File: src/rtl/sdram_request_arbiter_if.sv
// Bundle of requester-side and SDRAM-controller-side signals around the request arbiter.
// The arbiter uses the master view; the requesters and controller model use the slave view.
interface sdram_request_arbiter_if;
    logic        req0;
    logic        req1;
    logic [24:0] addr0;
    logic [24:0] addr1;
    logic [15:0] wdata0;
    logic [15:0] wdata1;
    logic        we0;
    logic        we1;
    logic        done0;
    logic        done1;
    logic        err0;
    logic        err1;
    logic [15:0] rdata0;
    logic [15:0] rdata1;
    logic [24:0] sdram_inputAddress;
    logic [15:0] sdram_writeData;
    logic        sdram_isWriting;
    logic        sdram_inputValid;
    logic [15:0] sdram_readData;
    logic        sdram_outputValid;
    logic        sdram_recievedCommand;
    logic        sdram_isBusy;
    logic [31:0] debugString;

    modport master (
        input  req0, req1, addr0, addr1, wdata0, wdata1, we0, we1,
        input  sdram_readData, sdram_outputValid, sdram_recievedCommand, sdram_isBusy,
        output done0, done1, err0, err1, rdata0, rdata1,
        output sdram_inputAddress, sdram_writeData, sdram_isWriting, sdram_inputValid,
        output debugString
    );

    modport slave (
        output req0, req1, addr0, addr1, wdata0, wdata1, we0, we1,
        output sdram_readData, sdram_outputValid, sdram_recievedCommand, sdram_isBusy,
        input  done0, done1, err0, err1, rdata0, rdata1,
        input  sdram_inputAddress, sdram_writeData, sdram_isWriting, sdram_inputValid,
        input  debugString
    );
endinterface

File: src/rtl/sdram_request_arbiter.sv
// Round-robin arbiter sharing the SDRAM controller command port between the
// recording writer (port 0) and the playback reader (port 1).
module sdram_request_arbiter #(
    parameter int TIMEOUT_CYCLES = 1024
) (
    input  logic                           clock_50Mhz,
    input  logic                           reset,
    sdram_request_arbiter_if.master        bus
);
    typedef enum logic [1:0] {
        IDLE      = 2'd0,
        ISSUE     = 2'd1,
        WAIT_READ = 2'd2,
        DONE      = 2'd3
    } state_t;

    localparam logic [15:0] TIMEOUT_LIMIT = 16'(TIMEOUT_CYCLES);

    state_t      r_state, w_stateNext;
    logic        r_lastGrant, w_lastGrantNext;
    logic [15:0] r_timeout, w_timeoutNext;
    logic [24:0] r_addr, w_addrNext;
    logic [15:0] r_wdata, w_wdataNext;
    logic        r_isWriting, w_isWritingNext;
    logic        r_inputValid, w_inputValidNext;
    logic        r_done0, w_done0Next;
    logic        r_done1, w_done1Next;
    logic        r_err0, w_err0Next;
    logic        r_err1, w_err1Next;
    logic [15:0] r_rdata0, w_rdata0Next;
    logic [15:0] r_rdata1, w_rdata1Next;
    logic [15:0] r_txCount, w_txCountNext;
    logic [7:0]  r_errCount, w_errCountNext;

    logic        w_winner;
    logic [15:0] w_timeoutInc;
    logic        w_timeoutHit;

    // The port that did not win last time gets the grant whenever it is asking.
    assign w_winner     = r_lastGrant ? !bus.req0 : bus.req1;
    assign w_timeoutInc = r_timeout + 16'd1;
    assign w_timeoutHit = (w_timeoutInc == TIMEOUT_LIMIT);

    always_comb begin
        w_stateNext      = r_state;
        w_lastGrantNext  = r_lastGrant;
        w_timeoutNext    = r_timeout;
        w_addrNext       = r_addr;
        w_wdataNext      = r_wdata;
        w_isWritingNext  = r_isWriting;
        w_inputValidNext = r_inputValid;
        w_rdata0Next     = r_rdata0;
        w_rdata1Next     = r_rdata1;
        w_txCountNext    = r_txCount;
        w_errCountNext   = r_errCount;
        w_done0Next      = 1'b0;
        w_done1Next      = 1'b0;
        w_err0Next       = 1'b0;
        w_err1Next       = 1'b0;

        case (r_state)
            IDLE: begin
                if (!bus.sdram_isBusy && (bus.req0 || bus.req1)) begin
                    w_lastGrantNext  = w_winner;
                    w_addrNext       = w_winner ? bus.addr1  : bus.addr0;
                    w_wdataNext      = w_winner ? bus.wdata1 : bus.wdata0;
                    w_isWritingNext  = w_winner ? bus.we1    : bus.we0;
                    w_inputValidNext = 1'b1;
                    w_timeoutNext    = 16'd0;
                    w_stateNext      = ISSUE;
                end
            end
            ISSUE: begin
                if (bus.sdram_recievedCommand) begin
                    w_inputValidNext = 1'b0;
                    w_timeoutNext    = 16'd0;
                    if (r_isWriting) begin
                        w_done0Next = !r_lastGrant;
                        w_done1Next = r_lastGrant;
                        w_stateNext = DONE;
                    end else begin
                        w_stateNext = WAIT_READ;
                    end
                end else if (w_timeoutHit) begin
                    w_inputValidNext = 1'b0;
                    w_done0Next      = !r_lastGrant;
                    w_done1Next      = r_lastGrant;
                    w_err0Next       = !r_lastGrant;
                    w_err1Next       = r_lastGrant;
                    w_errCountNext   = (r_errCount == 8'hFF) ? r_errCount : r_errCount + 8'd1;
                    w_stateNext      = DONE;
                end else begin
                    w_timeoutNext = w_timeoutInc;
                end
            end
            WAIT_READ: begin
                if (bus.sdram_outputValid) begin
                    if (r_lastGrant) begin
                        w_rdata1Next = bus.sdram_readData;
                    end else begin
                        w_rdata0Next = bus.sdram_readData;
                    end
                    w_done0Next = !r_lastGrant;
                    w_done1Next = r_lastGrant;
                    w_stateNext = DONE;
                end else if (w_timeoutHit) begin
                    w_done0Next    = !r_lastGrant;
                    w_done1Next    = r_lastGrant;
                    w_err0Next     = !r_lastGrant;
                    w_err1Next     = r_lastGrant;
                    w_errCountNext = (r_errCount == 8'hFF) ? r_errCount : r_errCount + 8'd1;
                    w_stateNext    = DONE;
                end else begin
                    w_timeoutNext = w_timeoutInc;
                end
            end
            DONE: begin
                w_txCountNext = r_txCount + 16'd1;
                w_stateNext   = IDLE;
            end
            default: begin
                w_stateNext = IDLE;
            end
        endcase
    end

    // last_grant comes out of reset as port 1 so that port 0 is served first.
    always_ff @(posedge clock_50Mhz) begin
        if (reset) begin
            r_state      <= IDLE;
            r_lastGrant  <= 1'b1;
            r_timeout    <= 16'd0;
            r_addr       <= 25'd0;
            r_wdata      <= 16'd0;
            r_isWriting  <= 1'b0;
            r_inputValid <= 1'b0;
            r_done0      <= 1'b0;
            r_done1      <= 1'b0;
            r_err0       <= 1'b0;
            r_err1       <= 1'b0;
            r_rdata0     <= 16'd0;
            r_rdata1     <= 16'd0;
            r_txCount    <= 16'd0;
            r_errCount   <= 8'd0;
        end else begin
            r_state      <= w_stateNext;
            r_lastGrant  <= w_lastGrantNext;
            r_timeout    <= w_timeoutNext;
            r_addr       <= w_addrNext;
            r_wdata      <= w_wdataNext;
            r_isWriting  <= w_isWritingNext;
            r_inputValid <= w_inputValidNext;
            r_done0      <= w_done0Next;
            r_done1      <= w_done1Next;
            r_err0       <= w_err0Next;
            r_err1       <= w_err1Next;
            r_rdata0     <= w_rdata0Next;
            r_rdata1     <= w_rdata1Next;
            r_txCount    <= w_txCountNext;
            r_errCount   <= w_errCountNext;
        end
    end

    assign bus.done0              = r_done0;
    assign bus.done1              = r_done1;
    assign bus.err0               = r_err0;
    assign bus.err1               = r_err1;
    assign bus.rdata0             = r_rdata0;
    assign bus.rdata1             = r_rdata1;
    assign bus.sdram_inputAddress = r_addr;
    assign bus.sdram_writeData    = r_wdata;
    assign bus.sdram_isWriting    = r_isWriting;
    assign bus.sdram_inputValid   = r_inputValid;
    assign bus.debugString        = {r_txCount, r_errCount, 2'b00, r_state, r_lastGrant, 3'b000};
endmodule

File: src/flat_wrapper.sv
// flat-port wrapper written by rule: the top's interface ports become plain ports
module sdram_request_arbiter_flat 
#(
    parameter int TIMEOUT_CYCLES = 1024
)
  (clock_50Mhz, reset, bus_req0, bus_req1, bus_addr0, bus_addr1, bus_wdata0, bus_wdata1, bus_we0, bus_we1, bus_sdram_readData, bus_sdram_outputValid, bus_sdram_recievedCommand, bus_sdram_isBusy, bus_done0, bus_done1, bus_err0, bus_err1, bus_rdata0, bus_rdata1, bus_sdram_inputAddress, bus_sdram_writeData, bus_sdram_isWriting, bus_sdram_inputValid, bus_debugString);
  sdram_request_arbiter_if bus_i ();
  input  logic clock_50Mhz;
  input  logic reset;
  input wire logic [$bits(bus_i.req0)-1:0] bus_req0;
  input wire logic [$bits(bus_i.req1)-1:0] bus_req1;
  input wire logic [$bits(bus_i.addr0)-1:0] bus_addr0;
  input wire logic [$bits(bus_i.addr1)-1:0] bus_addr1;
  input wire logic [$bits(bus_i.wdata0)-1:0] bus_wdata0;
  input wire logic [$bits(bus_i.wdata1)-1:0] bus_wdata1;
  input wire logic [$bits(bus_i.we0)-1:0] bus_we0;
  input wire logic [$bits(bus_i.we1)-1:0] bus_we1;
  input wire logic [$bits(bus_i.sdram_readData)-1:0] bus_sdram_readData;
  input wire logic [$bits(bus_i.sdram_outputValid)-1:0] bus_sdram_outputValid;
  input wire logic [$bits(bus_i.sdram_recievedCommand)-1:0] bus_sdram_recievedCommand;
  input wire logic [$bits(bus_i.sdram_isBusy)-1:0] bus_sdram_isBusy;
  output wire logic [$bits(bus_i.done0)-1:0] bus_done0;
  output wire logic [$bits(bus_i.done1)-1:0] bus_done1;
  output wire logic [$bits(bus_i.err0)-1:0] bus_err0;
  output wire logic [$bits(bus_i.err1)-1:0] bus_err1;
  output wire logic [$bits(bus_i.rdata0)-1:0] bus_rdata0;
  output wire logic [$bits(bus_i.rdata1)-1:0] bus_rdata1;
  output wire logic [$bits(bus_i.sdram_inputAddress)-1:0] bus_sdram_inputAddress;
  output wire logic [$bits(bus_i.sdram_writeData)-1:0] bus_sdram_writeData;
  output wire logic [$bits(bus_i.sdram_isWriting)-1:0] bus_sdram_isWriting;
  output wire logic [$bits(bus_i.sdram_inputValid)-1:0] bus_sdram_inputValid;
  output wire logic [$bits(bus_i.debugString)-1:0] bus_debugString;
  assign bus_i.req0 = bus_req0;
  assign bus_i.req1 = bus_req1;
  assign bus_i.addr0 = bus_addr0;
  assign bus_i.addr1 = bus_addr1;
  assign bus_i.wdata0 = bus_wdata0;
  assign bus_i.wdata1 = bus_wdata1;
  assign bus_i.we0 = bus_we0;
  assign bus_i.we1 = bus_we1;
  assign bus_i.sdram_readData = bus_sdram_readData;
  assign bus_i.sdram_outputValid = bus_sdram_outputValid;
  assign bus_i.sdram_recievedCommand = bus_sdram_recievedCommand;
  assign bus_i.sdram_isBusy = bus_sdram_isBusy;
  assign bus_done0 = bus_i.done0;
  assign bus_done1 = bus_i.done1;
  assign bus_err0 = bus_i.err0;
  assign bus_err1 = bus_i.err1;
  assign bus_rdata0 = bus_i.rdata0;
  assign bus_rdata1 = bus_i.rdata1;
  assign bus_sdram_inputAddress = bus_i.sdram_inputAddress;
  assign bus_sdram_writeData = bus_i.sdram_writeData;
  assign bus_sdram_isWriting = bus_i.sdram_isWriting;
  assign bus_sdram_inputValid = bus_i.sdram_inputValid;
  assign bus_debugString = bus_i.debugString;
  sdram_request_arbiter #(.TIMEOUT_CYCLES(TIMEOUT_CYCLES)) u_core (.clock_50Mhz(clock_50Mhz), .reset(reset), .bus(bus_i));
endmodule
File: config.mk
export PLATFORM = sky130hd
export DESIGN_NAME = sdram_request_arbiter_flat
export DESIGN_NICKNAME = d
export VERILOG_FILES = /design/src/rtl/sdram_request_arbiter_if.sv /design/src/rtl/sdram_request_arbiter.sv /design/src/flat_wrapper.sv
export SDC_FILE = /design/constraint.sdc
export NUM_CORES = 1
export LEC_CHECK = 0
export ABC_AREA = 1
export CAP_MARGIN = 30
export CORE_MARGIN = 2
export CORE_UTILIZATION = 30
export DETAILED_ROUTE_END_ITERATION = 6
export RECOVER_POWER = 50
export SLEW_MARGIN = 20
export SYNTH_ARGS = -nofsm -noshare
export SYNTH_HDL_FRONTEND = slang
export SYNTH_SLANG_ARGS = --single-unit
export TNS_END_PERCENT = 1
File: constraint.sdc
create_clock -name clock_50Mhz -period 5.7 [get_ports clock_50Mhz]
set_input_delay 1.14 -clock clock_50Mhz [delete_from_list [all_inputs] [get_ports clock_50Mhz]]
set_output_delay 1.14 -clock clock_50Mhz [all_outputs]
set_load 0.005 [all_outputs]
Yosys cells after proc, flatten, opt, wreduce, memory -nomap -nowiden

Cells that the tools add are included.

$add $sub $neg: 3
Equality and inequality tests: 9
Multiplexer cells: 40
Bitwise logic cells: 1
Reduce and logical (&&, ||, !) cells: 15

Operators by type and width:

| cell                                                                    | number |
|---|---|
| 16-bit two-way mux                                                      | 5 |
| 16-bit one-hot mux with 3 select lines                                  | 1 |
| 16-bit by 1-bit adder with 16-bit output, second input constant         | 2 |
| 8-bit two-way mux                                                       | 4 |
| 25-bit two-way mux                                                      | 1 |
| 1-bit two-way mux                                                       | 18 |
| 16-bit by 11-bit equality test with 1-bit output, second input constant | 1 |
| 8-bit one-hot mux with 2 select lines                                   | 1 |
| 3-bit AND reduction                                                     | 5 |
| 1-bit one-hot mux with 2 select lines                                   | 5 |
| 8-bit by 1-bit adder with 8-bit output, second input constant           | 1 |
| 8-bit equality test, second input constant                              | 1 |
| 2-bit two-way mux                                                       | 4 |
| 2-bit one-hot mux with 4 select lines                                   | 1 |
| 2-bit equality test, second input constant                              | 2 |
| 2-bit != test, second input constant                                    | 2 |
| 2-bit nonzero test                                                      | 2 |
| 1-bit logical NOT                                                       | 3 |
| 3-bit by 2-bit != test with 1-bit output, second input constant         | 1 |
| 3-bit nonzero test                                                      | 1 |
| 2-bit by 1-bit equality test with 1-bit output, second input constant   | 1 |
| 2-bit logical NOT                                                       | 1 |
| 2-bit by 1-bit != test with 1-bit output, second input constant         | 1 |
| 2-bit AND reduction                                                     | 1 |
| 3 further kinds                                                         | 3 |

Flip-flop bits (word level): 122
Output and inout port bits: 111
Logic and storage cells: 83

Logic depth before layout (Yosys ltp)

Gate-level depths: netlist of the first run.

Depth after elaboration: 5
Depth in mapped cells: 15
Gate-level depth less buffers: 14

Least setup slack after synthesis of the first run

Ideal clock, no wire load.

Path kind: input to register
Start: in bus_req0
End: reg u_core.r_timeout[3]
Arrival: 2.442 ns
Data required time: 5.630 ns
Path slack: 3.188 ns
Cell stages on the path: 11
Buffers on the path: 1
Path through: inv_1 -> a21oi_1 -> nor2_1 -> nor3_2 -> inv_1 -> nor2_1 -> nand2_1 -> inv_2 -> buf_6 -> nand2_1 -> a21oi_1

Cells in the longest elaborated chain, start to end: 4

Ends and longest elaborated chain:

| element                                            | RTL line                     | source |
|---|---|---|
| start, declared                                    | flat_wrapper.sv:10           | `input wire logic [$bits(bus_i.req0)-1:0] bus_req0;` |
| 1-bit logical OR                                   | sdram_request_arbiter.sv:63  | `if (!bus.sdram_isBusy && (bus.req0 \|\| bus.req1)) begin` |
| 1-bit logical AND                                  | sdram_request_arbiter.sv:63  |  |
| 2-bit by 1-bit != test with 1-bit output (no line) | -                            |  |
| 3-bit AND reduction (no line)                      | -                            |  |
| end signal, assigned                               | sdram_request_arbiter.sv:148 | `r_timeout <= w_timeoutNext;` |
| end, declared                                      | sdram_request_arbiter.sv:21  | `logic [15:0] r_timeout, w_timeoutNext;` |

No other way between the ends.
A chain may end at the register's enable or synchronous reset.

Worst setup path in the final report of the first run

Start: in bus_sdram_outputValid
End: reg u_core.r_timeout[11]

Cells in the longest elaborated chain, start to end: 2

Ends and longest elaborated chain:

| element                       | RTL line           | source |
|---|---|---|
| start, declared               | flat_wrapper.sv:19 | `input wire logic [$bits(bus_i.sdram_outputValid)-1:0] bus_sdram_outputValid;` |
| 2-bit != test (no line)       | -                  |  |
| 3-bit AND reduction (no line) | -                  |  |

No other way between the ends.

==> qor.txt, run 1 <==
outcome: finished with violations
failing checks: max-capacitance violations, max-slew violations
sequential power share: 38.6%
placer congestion estimate: 0.885
Root Driver: clkbuf_16
crit path launch type: input pin
routed wire length: 18100 um
Ant. Diodes: 0
ys flop type: dfxtp_1
Slew Limit Fails: 38
Initial Util: 30.8%
register area share after synthesis: 42.3%
first-pass iteration count of the detailed router: 4
initial antenna violation count: 0
Period minus WS final: 3100 ps
combinational share of power: 13.7%
min-delay src: u_core.bus.sdram_writeData[8]$_SDFFE_PP0P_
met3 WL: 1310 um
clock-pin transition on the worst setup and hold timing paths: 60 ps
Static Leak: 3.61 nW
CTS tree: done
Sw Ratio: 25.5%
Clock Sinks: 122
Unique masters post-synth: 37
area growth from synthesis to layout: 50.2%
Avg Cell Area, Syn: 6.88 sq um
dpl ws: 2280 ps
TNS Setup: 0 ps
first-pass GRT wire length: 28200 um
vias in the first global route: 5598
Clock Latency Late Sink: 420 ps
setup bufs post-CTS: 0
ys async rst share: 0%
routed vias: 5991
Yosys warnings: 0
RSZ-0062 raised after global routing: no
post-cts sizing count: 0
hold_ws: 457 ps
Crit Reg-Reg Startpoint: u_core.r_state[0]$_SDFFE_PP0P_
Least-Margin Pin Slew: 1930 ps
sw power: 0.000596 W
R2R setup slack: 2980 ps
maximum VDD drop: 216 uV
I/O pins: 218
largest net degree at the start of global routing: 87
GR Overflow Total: 0
hold path depth: 2
max-capacitance violation count: 1
Power, Total: 0.00234 W
Seq cells post-synth: 122
M1 wire length: 8110 um
total CTS buffers: 17
Max Fanout on Critical Path: 20
relative slew slack: -28.7%
worst reg2reg endpoint: u_core.r_timeout[11]$_SDFFE_PP0P_
Die Ht: 143 um
Residual DRC: 0
Die Footprint: 20400 sq um
Final period util: 54.5%
Int Power: 0.00174 W
setup ws final: 2600 ps
Endpoint, Worst Hold: u_core.bus.sdram_writeData[8]$_SDFFE_PP0P_
Pwr per Cell Area: 270 nW/um^2
die width: 143 um
met2 wire len: 8250 um
initial detailed-routing violation count: 232
antenna viol nets, final: 0
Worst Path Arrival: 3450 ps
endpoint class of the critical path: register
Syn Inst Count: 839
Final setup viols: 0
placed cell area: 8040 sq um
post-layout instance area: 8670 sq um
# nets final: 1154
clock buffer depth: 2
Highest Clock Rate: 322 MHz
row count: 50
Post-Syn Area: 5770 sq um
worst hold path type: reg2reg
FF-to-FF path depth: 11
Worst Skew: 7.88 ps
HPWL Detailed: 12800 um
critical path required time: 6050 ps
Top Metal Used: met4
Post-CTS Hold Fix Bufs: 0
share of post-route cells with drive strength above 1: 5.82%
core area: 18800 sq um
overall routing resource usage: 17.4%
Clk pwr share: 47.8%
per-cell routed wire length: 14.1 um
Setup Crit Path Kind: in2reg
number of synthesized flops with an enable pin: 0
DR vias/cell: 4.67
Final Hold Viols: 0
H-tree Lvls: 4
IO buf count: 212
==> registers in the layout (all words and copies together), names as in the netlist <==
name,flops
u_core.bus.sdram_isWriting,1
u_core.r_state,2
u_core.r_lastGrant,1
u_core.bus.done0,1
u_core.r_timeout,16
u_core.bus.rdata0,16
u_core.bus.sdram_inputAddress,25
u_core.bus.sdram_writeData,16
u_core.r_errCount,8
u_core.bus.err0,1
u_core.bus.done1,1
u_core.bus.err1,1
u_core.bus.rdata1,16
u_core.r_txCount,16
u_core.bus.sdram_inputValid,1
==> cell usage after synthesis, types with 2 or more instances <==
cell type / number / area (sq um)
a21oi_2: 3 / 26.3
a21oi_1: 93 / 465
buf_6: 2 / 22.5
nor2_1: 158 / 593
inv_1: 58 / 218
xnor2_1: 3 / 26.3
nor2_2: 3 / 18.8
clkbuf_1: 37 / 139
nand3b_1: 3 / 22.5
nand3_2: 4 / 40.0
nor2_4: 5 / 56.3
xor2_1: 4 / 35.0
ha_1: 10 / 125
inv_2: 2 / 7.51
nand2_1: 171 / 642
nand4_1: 11 / 68.8
o21bai_1: 2 / 15.0
buf_4: 6 / 45.0
o211ai_1: 2 / 15.0
nor3_1: 9 / 45.0
nor4_1: 3 / 18.8
nand3_1: 43 / 215
o21ai_1: 2 / 10.0
nand2_2: 2 / 12.5
o21ai_0: 70 / 350
dfxtp_1: 122 / 2440
==> critical path, stage by stage <==
cell,delay (ps)
dlygate4sd3_1,580
nand2_1,100
inv_1,280
nor3_2,390
inv_1,180
nor2_1,240
nand2_1,100
inv_2,200
nand3_1,110
a21oi_1,130
==> logic make-up (layout without fill, tap and decap cells) <==
group	count (synthesis)	after routing	share of synthesized area [%]
AOI/OAI and AO/OA	177	177	16.1
buffers and inverters	106	312	7.54
and+or+nand+nor	416	416	30.7
adders and majority gates	10	10	2.17
other	1	5	0.0650
xor gates and xnor gates	7	7	1.06
DFF	122	122	42.3
==> per-stage QoR <==
step	utilization [%]	cells
floorplan	-	843
global placement	42.8	1250
detailed placement	42.8	1250
CTS	46.0	1281
global route	46.2	1283
finish	46.2	1283
==> power by group through the flow <==
stage	registers [W]	clock network [W]	logic (W)
floorplan	0.000923	0	0.000147
global placement	0.000922	0	0.000330
detailed placement	0.000922	0	0.000330
CTS	0.000904	0.00114	0.000332
global route	0.000906	0.00118	0.000357
finish	0.000902	0.00112	0.000320
==> placed cells by master, fill, tap and decap left out, types with 4 or more instances in the layout <==
cell,n
nand3_2,4
dfxtp_1,122
clkbuf_16,17
nand4_1,11
nor3_1,9
clkdlybuf4s50_1,120
conb_1,5
nand3_1,43
nand2_1,171
o21ai_0,70
ha_1,10
nor2_4,5
nor2_1,158
buf_4,5
a21oi_1,94
dlygate4sd3_1,91
xor2_1,4
inv_1,58
==> worst max-delay path by stage <==
stage / startpoint / to / slack, ps / depth (start not counted)
6_report: bus_sdram_outputValid / u_core.r_timeout[11]$_SDFFE_PP0P_ / 2600 / 10
5_1_grt: bus_sdram_outputValid / u_core.r_timeout[7]$_SDFFE_PP0P_ / 2340 / 10
4_1_cts: bus_sdram_outputValid / u_core.r_timeout[8]$_SDFFE_PP0P_ / 2720 / 10
3_5_place_dp: bus_sdram_outputValid / u_core.r_timeout[10]$_SDFFE_PP0P_ / 2280 / 10
3_3_place_gp: bus_req0 / u_core.bus.sdram_inputAddress[4]$_SDFFE_PP0P_ / 2330 / 10
2_1_floorplan: bus_req0 / u_core.r_timeout[3]$_SDFFE_PP0P_ / 3190 / 11
==> layout make-up <==
class | instances | area [sq um]
clock buffer | 18 | 439
tap | 234 | 293
inverter | 61 | 229
multi-input combinational | 615 | 2910
fill | 1918 | 10100
timing repair buffer | 220 | 2190
clock inverter | 13 | 168
sequential | 122 | 2440
==> layer usage <==
metal,GRT usage [%],vias up
met3,5.73,30
met2,27.9,174
met4,6.98,0
met1,21.5,2672
li1,-,3115
met5,0,-
(Power assumes the default switching activity.)
==> run 2: changes to the inputs <==
- clock period: 5.7 -> 2.6 ns (I/O delays scaled with it)
==> run 2 against run 1 <==
Compared with the run above:
- the flow now finishes without violations
- clock skew is 2.7 ps higher
- global-route usage is 0.12 points higher
- total power is 120% higher
- clock-buffer cell count stayed put
- cell area is 0.77% higher
- critical path type is now reg2reg
==> qor.txt, run 2 (same netlist as run 1, synthesis figures left out) <==
per-cell routed wire length: 13.9 um (was 14.1 um)
Final period util: 88.5%
clock buffer depth: 2 (unchanged)
setup ws final: 300 ps (was 2600 ps)
Layout fillers: 1918 (unchanged)
core area: 18800 sq um (unchanged)
Root Driver: clkbuf_16 (unchanged)
critical path's slowest cell: dfxtp_1 (was dlygate4sd3_1)
die width: 143 um (unchanged)
max reg flops: 25 (unchanged)
Setup Crit Path Kind: reg2reg (was in2reg)
I/O pins: 218 (unchanged)
share of post-route cells with drive strength above 1: 6.89% (was 5.82%)
largest net degree at the start of global routing: 81 (was 87)
row count: 50 (unchanged)
CTS tree: done (unchanged)
Max Fanout on Critical Path: 13 (was 20)
Crit path depth: 11 (was 10)
placer congestion estimate: 0.859 (was 0.885)
Worst Path Arrival: 2640 ps (was 3450 ps)
Pwr per Cell Area: 583 nW/um^2 (was 270 nW/um^2)
worst reg2reg endpoint: u_core.r_timeout[5]$_SDFFE_PP0P_ (was u_core.r_timeout[11]$_SDFFE_PP0P_)
DR vias/cell: 4.64 (was 4.67)
Highest Clock Rate: 435 MHz
first-pass GRT wire length: 28300 um (was 28200 um)
total CTS buffers: 17 (unchanged)
post-cts sizing count: 0 (unchanged)
register area: 2440 sq um (unchanged)
critical path required time: 2940 ps (was 6050 ps)
TNS Setup: 0 ps (unchanged)
Initial Util: 30.8% (unchanged)
RSZ-0062 raised after global routing: no (unchanged)
Endpoint, Worst Hold: u_core.r_txCount[14]$_SDFFE_PP0N_ (was u_core.bus.sdram_writeData[8]$_SDFFE_PP0P_)
hold path depth: 2 (unchanged)
Residual DRC: 0 (unchanged)
setup bufs post-CTS: 0 (unchanged)
GR Overflow Total: 0 (unchanged)
Clock Latency Late Sink: 420 ps (about the same)
Slew Limit Fails: 0 (was 38)
area occupied by multi-input gates: 2910 sq um (about the same)
Top Metal Used: met4 (unchanged)
Final Non-Filler Cells: 1294 (was 1283)
min-delay src: reset (was u_core.bus.sdram_writeData[8]$_SDFFE_PP0P_)
most frequent CP cell: nand2_1
FF-to-FF path depth: 11 (unchanged)
met3 WL: 1490 um (was 1310 um)
max-capacitance violation count: 0 (was 1)
Final Hold Viols: 0 (unchanged)
antenna viol nets, final: 0 (unchanged)
H-tree Lvls: 4 (unchanged)
worst hold path type: in2reg (was reg2reg)
DP Cell Count: 1261 (was 1250)
Post-CTS Hold Fix Bufs: 0 (unchanged)
HPWL Detailed: 13000 um (was 12800 um)
Worst Path Buf+Inv: 0 (was 4)
routed wire length: 18000 um (was 18100 um)
maximum VDD drop: 466 uV (was 216 uV)
vias in the first global route: 5605 (was 5598)
Top Family by Delay on Critical Path: simple AND/OR/NAND/NOR gates (was buffers and inverters)
routed vias: 6005 (was 5991)
outcome: finished clean (was finished with violations)
Least-Margin Pin Slew: 519 ps (was 1930 ps)
# nets final: 1164 (was 1154)
overall routing resource usage: 17.5% (was 17.4%)
crit path launch type: register (was input pin)
M1 wire length: 7920 um (was 8110 um)
Die Ht: 143 um (unchanged)
Clock Sinks: 122 (unchanged)
commonest non-fill, non-tap cell in the layout: nand2_1 (unchanged)
Static Leak: 3.64 nW (was 3.61 nW)
endpoint class of the critical path: register (unchanged)
Die Footprint: 20400 sq um (unchanged)
R2R setup slack: 300 ps (was 2980 ps)
IO buf count: 212 (unchanged)
worst path cell trace: ha_1 -> nand3_2 -> nor2_4 -> nand2_1 -> nand2_1 -> nand3_1 -> nor2_2 -> nand3_4 -> o21ai_4 -> nand2_1 -> a21oi_1 (was dlygate4sd3_1 -> nand2_1 -> inv_1 -> nor3_2 -> inv_1 -> nor2_1 -> nand2_1 -> inv_2 -> nand3_1 -> a21oi_1)
first-pass iteration count of the detailed router: 5 (was 4)
initial detailed-routing violation count: 229 (was 232)
initial antenna violation count: 0 (unchanged)
clock-pin transition on the worst setup and hold timing paths: 70 ps (was 60 ps)
Period minus WS final: 2300 ps
met2 wire len: 8280 um (was 8250 um)
area growth from synthesis to layout: 51.3% (was 50.2%)
commonest cells after routing, fill and taps aside: 171 x nand2_1, 158 x nor2_1, 123 x clkdlybuf4s50_1 (was 171 x nand2_1, 158 x nor2_1, 122 x dfxtp_1)
Final setup viols: 0 (unchanged)
hold_ws: 397 ps (was 457 ps)
Crit Reg-Reg Startpoint: u_core.r_timeout[0]$_SDFFE_PP0P_ (was u_core.r_state[0]$_SDFFE_PP0P_)
dpl ws: 211 ps (was 2280 ps)
Worst Skew: 10.6 ps (was 7.88 ps)
Ant. Diodes: 0 (unchanged)
max incr delay on CP: 400 ps (was 580 ps)
relative slew slack: 65.3% (was -28.7%)
## run 2: cell count changes in the layout (fill, tap and decap cells not counted), moves of 2 or more
cell | before | now
buf_4 | 5 | 15
clkdlybuf4s50_1 | 120 | 123
dlygate4sd3_1 | 91 | 88
inv_8 | 0 | 2
## run 2: worst max-delay path by stage
| stage | to | from |
|---|---|---|
| 6_report | u_core.r_timeout[5]$_SDFFE_PP0P_ | u_core.r_timeout[0]$_SDFFE_PP0P_ |
| 5_1_grt | u_core.r_timeout[7]$_SDFFE_PP0P_ | u_core.r_timeout[0]$_SDFFE_PP0P_ |
| 4_1_cts | u_core.r_timeout[5]$_SDFFE_PP0P_ | u_core.r_timeout[0]$_SDFFE_PP0P_ |
| 3_5_place_dp | u_core.r_timeout[8]$_SDFFE_PP0P_ | bus_req0 |
| 3_3_place_gp | u_core.r_timeout[8]$_SDFFE_PP0P_ | bus_req0 |
| 2_1_floorplan | u_core.r_timeout[3]$_SDFFE_PP0P_ | u_core.r_state[1]$_SDFFE_PP0P_ |
## run 2: power by group
| part | internal (W) | switching [W] | total, W |
|---|---|---|---|
| sequential | 0.00194 | 0.0000413 | 0.00198 |
| combinational | 0.000361 | 0.000357 | 0.000719 |
| clock | 0.00144 | 0.000960 | 0.00239 |
| total | 0.00374 | 0.00136 | 0.00509 |
## run 2: area by class of cell
type                    instances  area share, %
clock buffers                  18           4.91
clock inverters                14           1.88
inverters                      61           2.62
multi-input cells             615           33.3
flip-flops and latches        122           28.0
well taps                     234           3.35
repair buffers                230           26.0
## run 2: per-stage QoR
| stage | utilization (%) | instance area (sq um) | power (W) |
|---|---|---|---|
| after floorplan | - | 5790 | 0.00235 |
| after global placement | 43.3 | 8130 | 0.00277 |
| after detailed placement | 43.3 | 8130 | 0.00277 |
| after CTS | 46.5 | 8720 | 0.00518 |
| after global routing | 46.5 | 8730 | 0.00533 |
| final | 46.5 | 8730 | 0.00509 |
## run 2: worst reg2reg max path, cell delays in order (launching register included)
cell,delay (ps)
dfxtp_1,400
ha_1,220
nand3_2,150
nor2_4,190
nand2_1,70
nand2_1,100
nand3_1,120
nor2_2,170
nand3_4,210
o21ai_4,370
nand2_1,90
a21oi_1,130
## run 2: per-layer routing
layer  up-vias  GRT usage, %
li1       3131             -
met1      2673          21.3
met2       176          28.6
met3        25          6.34
met4         0          5.73
met5         -             0
==> run 3: changes to the inputs <==
- REMOVE_ABC_BUFFERS: unset -> 1
==> run 3 against run 2 <==
Compared with the run above:
- clock power rose by 9.6%
- via count rose by 1.0%
- cell area rose by 0.56%
- largest power group unchanged
- highest routed layer unchanged
==> qor.txt, run 3 (same netlist as run 1, synthesis figures left out) <==
outcome: finished clean (unchanged)
GR Overflow Total: 0 (unchanged)
Static Leak: 3.69 nW (was 3.64 nW)
max-capacitance violation count: 0 (unchanged)
Final Hold Viols: 0 (unchanged)
first-pass GRT wire length: 28700 um (was 28300 um)
Least-Margin Pin Slew: 991 ps (was 519 ps)
Residual DRC: 0 (unchanged)
overall routing resource usage: 17.9% (was 17.5%)
commonest non-fill, non-tap cell in the layout: nand2_1 (unchanged)
critical path required time: 2920 ps (was 2940 ps)
Clock Sinks: 122 (unchanged)
initial antenna violation count: 0 (unchanged)
post-layout util: 46.8% (was 46.5%)
Setup Crit Path Kind: reg2reg (unchanged)
Post-CTS Hold Fix Bufs: 0 (unchanged)
Period minus WS final: 2280 ps (was 2300 ps)
Power, Total: 0.00533 W (was 0.00509 W)
worst hold path type: reg2reg (was in2reg)
crit path launch type: register (unchanged)
total CTS buffers: 17 (unchanged)
core area: 18800 sq um (unchanged)
max reg flops: 25 (unchanged)
Clock Latency Late Sink: 410 ps (was 420 ps)
I/O pins: 218 (unchanged)
placer congestion estimate: 0.815 (was 0.859)
Die Ht: 143 um (unchanged)
first-pass iteration count of the detailed router: 5 (unchanged)
Final period util: 87.7% (was 88.5%)
Root Driver: clkbuf_16 (unchanged)
IO buf count: 212 (unchanged)
Initial Util: 30.8% (unchanged)
setup bufs post-CTS: 0 (unchanged)
share of post-route cells with drive strength above 1: 6.62% (was 6.89%)
routed vias: 6068 (was 6005)
Ant. Diodes: 0 (unchanged)
Final Non-Filler Cells: 1292 (was 1294)
Die Footprint: 20400 sq um (unchanged)
Final setup viols: 0 (unchanged)
DR vias/cell: 4.70 (was 4.64)
largest net degree at the start of global routing: 81 (unchanged)
maximum VDD drop: 457 uV (was 466 uV)
die width: 143 um (unchanged)
RSZ-0062 raised after global routing: no (unchanged)
relative slew slack: 33.9% (was 65.3%)
area growth from synthesis to layout: 52.2% (was 51.3%)
hold_ws: 458 ps (was 397 ps)
Layout fillers: 1909 (was 1918)
Worst Path Arrival: 2600 ps (was 2640 ps)
initial detailed-routing violation count: 339 (was 229)
post-cts sizing count: 0 (unchanged)
routed wire length: 18800 um (was 18000 um)
Max Fanout on Critical Path: 13 (unchanged)
HPWL Detailed: 13500 um (was 13000 um)
# nets final: 1162 (was 1164)
TNS Setup: 0 ps (unchanged)
endpoint class of the critical path: register (unchanged)
clock-pin transition on the worst setup and hold timing paths: 60 ps (was 70 ps)
Worst Skew: 11.5 ps (was 10.6 ps)
Highest Clock Rate: 438 MHz (was 435 MHz)
per-cell routed wire length: 14.6 um (was 13.9 um)
row count: 50 (unchanged)
H-tree Lvls: 4 (unchanged)
DP Cell Count: 1260 (was 1261)
Slew Limit Fails: 0 (unchanged)
clock buffer depth: 2 (unchanged)
CTS tree: done (unchanged)
antenna viol nets, final: 0 (unchanged)
commonest cells after routing, fill and taps aside: 171 x nand2_1, 158 x nor2_1, 122 x dfxtp_1 (was 171 x nand2_1, 158 x nor2_1, 123 x clkdlybuf4s50_1)
vias in the first global route: 5565 (was 5605)
Pwr per Cell Area: 606 nW/um^2 (was 583 nW/um^2)
-- run 3: changes by cell type in the layout (fill, tap and decap cells not counted), sizes merged --
cell,before,now
clkinv,6,2
bufinv,2,4
inv,65,62
buf,18,14
clkbuf,19,26
clkdlybuf4s50,123,116
dlygate4sd3,88,95
-- run 3: cell type report --
type	count	area, sq um	area share, %
well taps	234	293	3.33
clock buffers	23	498	5.67
multi-input cells	615	2910	33.1
flip-flops and latches	122	2440	27.8
inverters	61	229	2.61
clock inverters	9	158	1.79
repair buffers	228	2250	25.7
-- run 3: worst max-delay path, stage by stage (launching register included) --
cell,delay [ps]
dfxtp_1,380
ha_1,210
nand3_2,150
inv_1,150
nand3_1,100
nand2_1,110
nand3_1,120
nor2_2,170
nand3_4,200
o21ai_4,360
nand2_1,90
a21oi_1,140
-- run 3: final timing paths --
| kind | slack (ps) | endpoint | cells after the start | from |
|---|---|---|---|---|
| worst max-delay path | 320 | u_core.r_timeout[5]$_SDFFE_PP0P_ | 11 | u_core.r_timeout[0]$_SDFFE_PP0P_ |
| worst min-delay path | 460 | u_core.bus.rdata1[7]$_SDFFE_PP0P_ | 2 | u_core.bus.rdata1[7]$_SDFFE_PP0P_ |
| worst max register to register | 320 | u_core.r_timeout[5]$_SDFFE_PP0P_ | 11 | u_core.r_timeout[0]$_SDFFE_PP0P_ |
| worst min register to register | 460 | u_core.bus.rdata1[7]$_SDFFE_PP0P_ | 2 | u_core.bus.rdata1[7]$_SDFFE_PP0P_ |
-- run 3: routing by layer --
metal | share of wire (%) | global-route usage (%)
met2 | 44 | 28.5
met5 | 0 | 0
met3 | 11 | 7.18
met4 | 0.48 | 4.74
met1 | 45 | 22.5
-- run 3: power breakdown --
group | leakage, nW | internal (W) | switching (W)
Combinational | 2.38 | 0.000358 | 0.000364
Sequential | 0.989 | 0.00194 | 0.0000407
Clock | 0.316 | 0.00174 | 0.000883
Total | 3.69 | 0.00404 | 0.00129
-- run 3: through the flow --
step / setup WS, ps / instance area (sq um)
after floorplan: -168 / 5580
after global placement: 124 / 8140
after detailed placement: 79.1 / 8140
after CTS: 331 / 8790
after global routing: 70.7 / 8780
final: 319 / 8780
